## config.mk

```make
export PLATFORM = sky130hd
export DESIGN_NAME = multicycle_control
export DESIGN_NICKNAME = d
export VERILOG_FILES = /design/src/rtl/multicycle_control.sv
export SDC_FILE = /design/constraint.sdc
export NUM_CORES = 1
export LEC_CHECK = 0
export CAP_MARGIN = 20
export CORE_MARGIN = 3
export CORE_UTILIZATION = 35
export CTS_BUF_LIST = sky130_fd_sc_hd__clkbuf_4 sky130_fd_sc_hd__clkbuf_8
export CTS_CLUSTER_DIAMETER = 30
export DETAILED_ROUTE_END_ITERATION = 10
export PLACE_DENSITY = 0.7
export SLEW_MARGIN = 20
export SYNTH_ARGS = -nofsm -noshare
export SYNTH_HDL_FRONTEND = slang
export SYNTH_SLANG_ARGS = --single-unit
```

## constraint.sdc

```tcl
create_clock -name clk -period 1.7 [get_ports clk]
set_input_delay 0.17 -clock clk [delete_from_list [all_inputs] [get_ports clk]]
set_output_delay 0.17 -clock clk [all_outputs]
set_load 0.1 [all_outputs]
```

## src/rtl/multicycle_control.sv

```systemverilog
`default_nettype none
// ============================================================================
// Module   : multicycle_control
// Purpose  : Moore FSM main controller for the multicycle RV32I datapath.
// Revision : 1.0 - initial release
// ============================================================================
module multicycle_control #(
  parameter logic [3:0] RESET_STATE = 4'd0
) (
  input  logic       clk,
  input  logic       reset,
  input  logic [6:0] op,
  input  logic [2:0] funct3,
  input  logic       funct7b5,
  input  logic       zero,
  input  logic       lt,
  input  logic       ltu,
  input  logic       mem_ready,
  output logic       pc_write,
  output logic       adr_src,
  output logic       ir_write,
  output logic       mem_write,
  output logic       reg_write,
  output logic [1:0] result_src,
  output logic [1:0] alu_src_a,
  output logic [1:0] alu_src_b,
  output logic [3:0] alu_control,
  output logic [2:0] imm_sel,
  output logic       illegal_instr
);

  localparam logic [3:0] c_S_FETCH    = 4'd0;
  localparam logic [3:0] c_S_DECODE   = 4'd1;
  localparam logic [3:0] c_S_MEMADR   = 4'd2;
  localparam logic [3:0] c_S_MEMREAD  = 4'd3;
  localparam logic [3:0] c_S_MEMWB    = 4'd4;
  localparam logic [3:0] c_S_MEMWRITE = 4'd5;
  localparam logic [3:0] c_S_EXEC_R   = 4'd6;
  localparam logic [3:0] c_S_EXEC_I   = 4'd7;
  localparam logic [3:0] c_S_ALUWB    = 4'd8;
  localparam logic [3:0] c_S_BRANCH   = 4'd9;
  localparam logic [3:0] c_S_JAL      = 4'd10;
  localparam logic [3:0] c_S_JALR1    = 4'd11;
  localparam logic [3:0] c_S_JALR2    = 4'd12;
  localparam logic [3:0] c_S_UIMM     = 4'd13;

  localparam logic [6:0] c_OP_LOAD  = 7'b0000011;
  localparam logic [6:0] c_OP_STORE = 7'b0100011;
  localparam logic [6:0] c_OP_R     = 7'b0110011;
  localparam logic [6:0] c_OP_I     = 7'b0010011;
  localparam logic [6:0] c_OP_B     = 7'b1100011;
  localparam logic [6:0] c_OP_JAL   = 7'b1101111;
  localparam logic [6:0] c_OP_JALR  = 7'b1100111;
  localparam logic [6:0] c_OP_LUI   = 7'b0110111;
  localparam logic [6:0] c_OP_AUIPC = 7'b0010111;
  localparam logic [6:0] c_OP_FENCE = 7'b0001111;
  localparam logic [6:0] c_OP_SYS   = 7'b1110011;

  localparam logic [3:0] c_ALU_ADD  = 4'd0;
  localparam logic [3:0] c_ALU_SUB  = 4'd1;
  localparam logic [3:0] c_ALU_SLL  = 4'd2;
  localparam logic [3:0] c_ALU_SLT  = 4'd3;
  localparam logic [3:0] c_ALU_SLTU = 4'd4;
  localparam logic [3:0] c_ALU_XOR  = 4'd5;
  localparam logic [3:0] c_ALU_SRL  = 4'd6;
  localparam logic [3:0] c_ALU_SRA  = 4'd7;
  localparam logic [3:0] c_ALU_OR   = 4'd8;
  localparam logic [3:0] c_ALU_AND  = 4'd9;

  logic [3:0] r_state;
  logic [3:0] w_next;
  logic       w_pc_write, w_adr_src, w_ir_write, w_mem_write, w_reg_write, w_illegal;
  logic [1:0] w_result_src, w_src_a, w_src_b;
  logic [3:0] w_alu_control;
  logic [3:0] w_alu_fn;
  logic       w_taken;

  always_ff @(posedge clk or posedge reset) begin
    if (reset) r_state <= RESET_STATE;
    else       r_state <= w_next;
  end

  // SUB only exists for R-type; SRA is selected by funct7b5 for both R and I shifts
  always_comb begin
    w_alu_fn = c_ALU_ADD;
    case (funct3)
      3'b000: w_alu_fn = (r_state == c_S_EXEC_R && funct7b5) ? c_ALU_SUB : c_ALU_ADD;
      3'b001: w_alu_fn = c_ALU_SLL;
      3'b010: w_alu_fn = c_ALU_SLT;
      3'b011: w_alu_fn = c_ALU_SLTU;
      3'b100: w_alu_fn = c_ALU_XOR;
      3'b101: w_alu_fn = funct7b5 ? c_ALU_SRA : c_ALU_SRL;
      3'b110: w_alu_fn = c_ALU_OR;
      default: w_alu_fn = c_ALU_AND;
    endcase
  end

  always_comb begin
    w_taken = 1'b0;
    case (funct3)
      3'b000: w_taken = zero;
      3'b001: w_taken = ~zero;
      3'b100: w_taken = lt;
      3'b101: w_taken = ~lt;
      3'b110: w_taken = ltu;
      3'b111: w_taken = ~ltu;
      default: w_taken = 1'b0;
    endcase
  end

  always_comb begin
    imm_sel = 3'b000;
    case (op)
      c_OP_STORE:             imm_sel = 3'b001;
      c_OP_B:                 imm_sel = 3'b010;
      c_OP_JAL:               imm_sel = 3'b011;
      c_OP_LUI, c_OP_AUIPC:   imm_sel = 3'b100;
      default:                imm_sel = 3'b000;
    endcase
  end

  always_comb begin
    w_next = c_S_FETCH;
    case (r_state)
      c_S_FETCH:    w_next = mem_ready ? c_S_DECODE : c_S_FETCH;
      c_S_DECODE: begin
        case (op)
          c_OP_LOAD, c_OP_STORE: w_next = c_S_MEMADR;
          c_OP_R:                w_next = c_S_EXEC_R;
          c_OP_I:                w_next = c_S_EXEC_I;
          c_OP_B:                w_next = c_S_BRANCH;
          c_OP_JAL:              w_next = c_S_JAL;
          c_OP_JALR:             w_next = c_S_JALR1;
          c_OP_LUI, c_OP_AUIPC:  w_next = c_S_UIMM;
          default:               w_next = c_S_FETCH;
        endcase
      end
      c_S_MEMADR:   w_next = op[5] ? c_S_MEMWRITE : c_S_MEMREAD;
      c_S_MEMREAD:  w_next = mem_ready ? c_S_MEMWB : c_S_MEMREAD;
      c_S_MEMWRITE: w_next = mem_ready ? c_S_FETCH : c_S_MEMWRITE;
      c_S_EXEC_R, c_S_EXEC_I, c_S_JAL, c_S_JALR2, c_S_UIMM: w_next = c_S_ALUWB;
      c_S_JALR1:    w_next = c_S_JALR2;
      default:      w_next = c_S_FETCH;
    endcase
  end

  always_comb begin
    w_pc_write    = 1'b0;
    w_adr_src     = 1'b0;
    w_ir_write    = 1'b0;
    w_mem_write   = 1'b0;
    w_reg_write   = 1'b0;
    w_illegal     = 1'b0;
    w_result_src  = 2'b00;
    w_src_a       = 2'b00;
    w_src_b       = 2'b00;
    w_alu_control = c_ALU_ADD;
    case (r_state)
      c_S_FETCH: begin
        w_src_b      = 2'b10;
        w_result_src = 2'b10;
        w_pc_write   = mem_ready;
        w_ir_write   = mem_ready;
      end
      c_S_DECODE: begin
        w_src_a = 2'b01;
        w_src_b = 2'b01;
        case (op)
          c_OP_LOAD, c_OP_STORE, c_OP_R, c_OP_I, c_OP_B, c_OP_JAL, c_OP_JALR,
          c_OP_LUI, c_OP_AUIPC, c_OP_FENCE, c_OP_SYS: w_illegal = 1'b0;
          default: w_illegal = 1'b1;
        endcase
      end
      c_S_MEMADR: begin
        w_src_a = 2'b10;
        w_src_b = 2'b01;
      end
      c_S_MEMREAD:  w_adr_src = 1'b1;
      c_S_MEMWB: begin
        w_result_src = 2'b01;
        w_reg_write  = 1'b1;
      end
      c_S_MEMWRITE: begin
        w_adr_src   = 1'b1;
        w_mem_write = 1'b1;
      end
      c_S_EXEC_R: begin
        w_src_a       = 2'b10;
        w_alu_control = w_alu_fn;
      end
      c_S_EXEC_I: begin
        w_src_a       = 2'b10;
        w_src_b       = 2'b01;
        w_alu_control = w_alu_fn;
      end
      c_S_ALUWB:    w_reg_write = 1'b1;
      c_S_BRANCH: begin
        w_src_a       = 2'b10;
        w_alu_control = c_ALU_SUB;
        w_pc_write    = w_taken;
      end
      c_S_JAL, c_S_JALR2: begin
        w_src_a    = 2'b01;
        w_src_b    = 2'b10;
        w_pc_write = 1'b1;
      end
      c_S_JALR1: begin
        w_src_a = 2'b10;
        w_src_b = 2'b01;
      end
      c_S_UIMM: begin
        w_src_a = op[5] ? 2'b11 : 2'b01;
        w_src_b = 2'b01;
      end
      default: ;
    endcase
  end

  // Reset masks every FSM output so an abandoned instruction can never write
  assign pc_write      = ~reset & w_pc_write;
  assign adr_src       = ~reset & w_adr_src;
  assign ir_write      = ~reset & w_ir_write;
  assign mem_write     = ~reset & w_mem_write;
  assign reg_write     = ~reset & w_reg_write;
  assign illegal_instr = ~reset & w_illegal;
  assign result_src    = reset ? 2'b00 : w_result_src;
  assign alu_src_a     = reset ? 2'b00 : w_src_a;
  assign alu_src_b     = reset ? 2'b00 : w_src_b;
  assign alu_control   = reset ? c_ALU_ADD : w_alu_control;

endmodule
`default_nettype wire

```

==> results.toml <==
[timing]
rsz0062_at_grt = "true"
finalMaxSlewViolations = 0
setup_viol = 17
fin_ws_ns = -0.2676
finalClockSkew_ns = 0.01377
relSlewSlack_pct = 66.76
fin_crit_ns = 1.968
period_share_pct = 115.7
worstMarginPinSlew_ns = 0.4973
finalHoldViolCount = 0
hold_ws_ns = 0.4433
clock.fmax_mhz = 508.2

[worst_setup_path]
startpoint_type = "register"
crit_required_ns = 1.53
crit_arrival_ns = 1.80
worst_setup_path_end_kind = "primary output"
rrSetupSlack_ns = -0.01
path_max_fanout = 6
critical_path_class = "register to primary output"

[placement]
placement.io_buffers = 35
place_hpwl_um = 2706
dp.cells = 197
post-place-ws_ns = -0.2220
gp_congestion = 0.8235
place_area_um2 = 1659

[final_layout]
syn2layout_area_growth_pct = 153.8
largest-register = "r_state"
largest_reg_flops = 4
design_area_um2 = 1943
drive_gt1_share_pct = 59.02
instances_no_fill = 211
nets = 202
reg_top3 = "r_state: 4 flops"

[clock_network]
clock_latency_ns = 0.26
postCtsHoldBufs = 0
cts_tree = "done"
numCtsBuffers = 3
cts_htree_levels = 1
clk_pin_slew_ns = 0.05
clk_path_buf_depth = 2
cts-root-buf = "clkbuf_4"
cts_num_sinks = 4

[floorplan]
die_y_um = 52.78
die-area_um2 = 2785
core_area_um2 = 2022
num_rows = 16
io_pins = 36
die_width_um = 52.78
start_util_pct = 37.87

[pwr]
combPwrFrac_pct = 73.6
internal_power_w = 0.0004712
clock_power_share_pct = 13.8
switchingPower_w = 0.0005109
irDropWorstVdd_mv = 0.5278
seqPwrFrac_pct = 12.5
p_per_area_nw_per_um2 = 505.5
p_sw_share_pct = 52.02
leakage_nw = 0.7978

[grt]
grt_max_degree = 9
overflow = 0
grt_pass1_wl_um = 6920
grt_pass1_vias = 1395
grt_util_all_layers_pct = 34.49
antenna_found_initial = 1

[status]
status = "finished, violations left"
violations = "setup timing"

[drt]
drt_iter0_drc = 141
wire_per_inst_um = 27.06
drc_errors = 0
ant_nets = 0
num_vias = 1426
vias_per_cell = 6.758
routed_wl_um = 5709
dr.pass1.iters = 6

[synthesis]
synth.most_common_cell = "nor2_1"
netlist_area_um2 = 765.7
synth_top_flop_cell = "dfrtp_1"
ys_seq_area_share_pct = 13.07
async_flop_share_pct = 100.0
synth.net_count = 137
ys_top_cells_by_area = "dfrtp_1 13%, nor2_1 8.8%, nand2_1 5.9%"
syn_area_per_cell_um2 = 6.381
ys_ff_latch = 4
synth_top_area_cell = "dfrtp_1"
synthCells = 120
synth_edf_count = 0
ys_types = 44
synth_top_area_share_pct = 13.07
synth_top_cells_by_count = "18 x nor2_1, 12 x nand2_1, 8 x a21oi_1"
yosysWarnings = 0

[hold_path]
hold_class = "primary input to async pin"

[flow_run]
max_cap_violations = 0
[cells in the final DEF (no fill, tap or decap), drive strengths merged, types with 4 or more instances in the layout]
cell	n
nor3	7
nand2b	4
inv	6
o21ai	5
nand2	12
dlymetal6s2s	4
a21oi	8
nor2	19
nor2b	4
buf	56
clkdlybuf4s50	11
dfrtp	4
[metal layers]
metal	wire length [µm]	vias up	part of all wire (%)	track usage, %
met1	1836	635	32	38.47
met5	0	-	0	2.381
li1	-	555	-	-
met4	541	0	9.5	27.66
met3	755	67	13	9.117
met2	2575	169	45	54.13
[worst paths after layout]
path                            startpoint    endpoint  cells past startpoint
worst max-delay path            r_state[0]    pc_write                      5
worst min-delay path                 reset  r_state[2]                      3
worst max register to register  r_state[1]  r_state[0]                      4
min in group clk                     op[2]  r_state[3]                      3
max in group asynchronous            reset  r_state[3]                      3
worst min register to register  r_state[3]  r_state[0]                      2
[what timing repair did]
action / in CTS / in global routing
buffers inserted: 6 / 4
setup endpoints to repair: 17 / 16
resized for setup: 23 / 21
endpoints found under the hold margin: 0 / 0
pin swaps: 10 / 14
[worst max-delay path, stage by stage, from the launching register on]
cell     delay (ns)
dfrtp_2        0.47
nor2b_1        0.19
o311a_1        0.36
a31oi_2        0.25
nor3_4         0.08
buf_12         0.18
[kinds of logic after synthesis]
logic type             count (synthesis)  share of synthesized area, %
AO/OA/AOI/OAI                         32                         29.09
flip-flops                             4                         13.07
multiplexers                           3                         3.922
buffers and inverters                 18                         11.11
AND/OR/NAND/NOR                       58                         37.09
XOR/XNOR                               5                         5.720
[layout make-up]
| class | instances | area (µm²) |
|---|---|---|
| well taps | 27 | 33.78 |
| repair buffers | 72 | 878.3 |
| clock buffers | 3 | 22.52 |
| flip-flops and latches | 4 | 105.1 |
| inverters | 6 | 22.52 |
| fillers | 41 | 78.83 |
| multi-input cells | 98 | 878.3 |
| diodes | 1 | 2.502 |
[through the flow]
stage | util, % | TNS [ns] | power [W]
global placement | 82.05 | -0.3161 | 0.0006942
floorplan | - | -2.053 | 0.0004857
detailed placement | 82.05 | -0.5639 | 0.0007065
CTS | 90.16 | -0.6988 | 0.0008898
global route | 96.10 | -2.388 | 0.001009
finish | 96.10 | -1.861 | 0.0009821
[power by group through the flow]
stage                     registers, W  clock network [W]  logic [W]
final                         0.000123           0.000136   0.000723
after global routing          0.000122           0.000150   0.000736
after CTS                     0.000117           0.000131   0.000642
after detailed placement      0.000118                  0   0.000589
after global placement        0.000117                  0   0.000577
after floorplan               0.000109                  0   0.000377
Power figures use the tool's default switching activity.
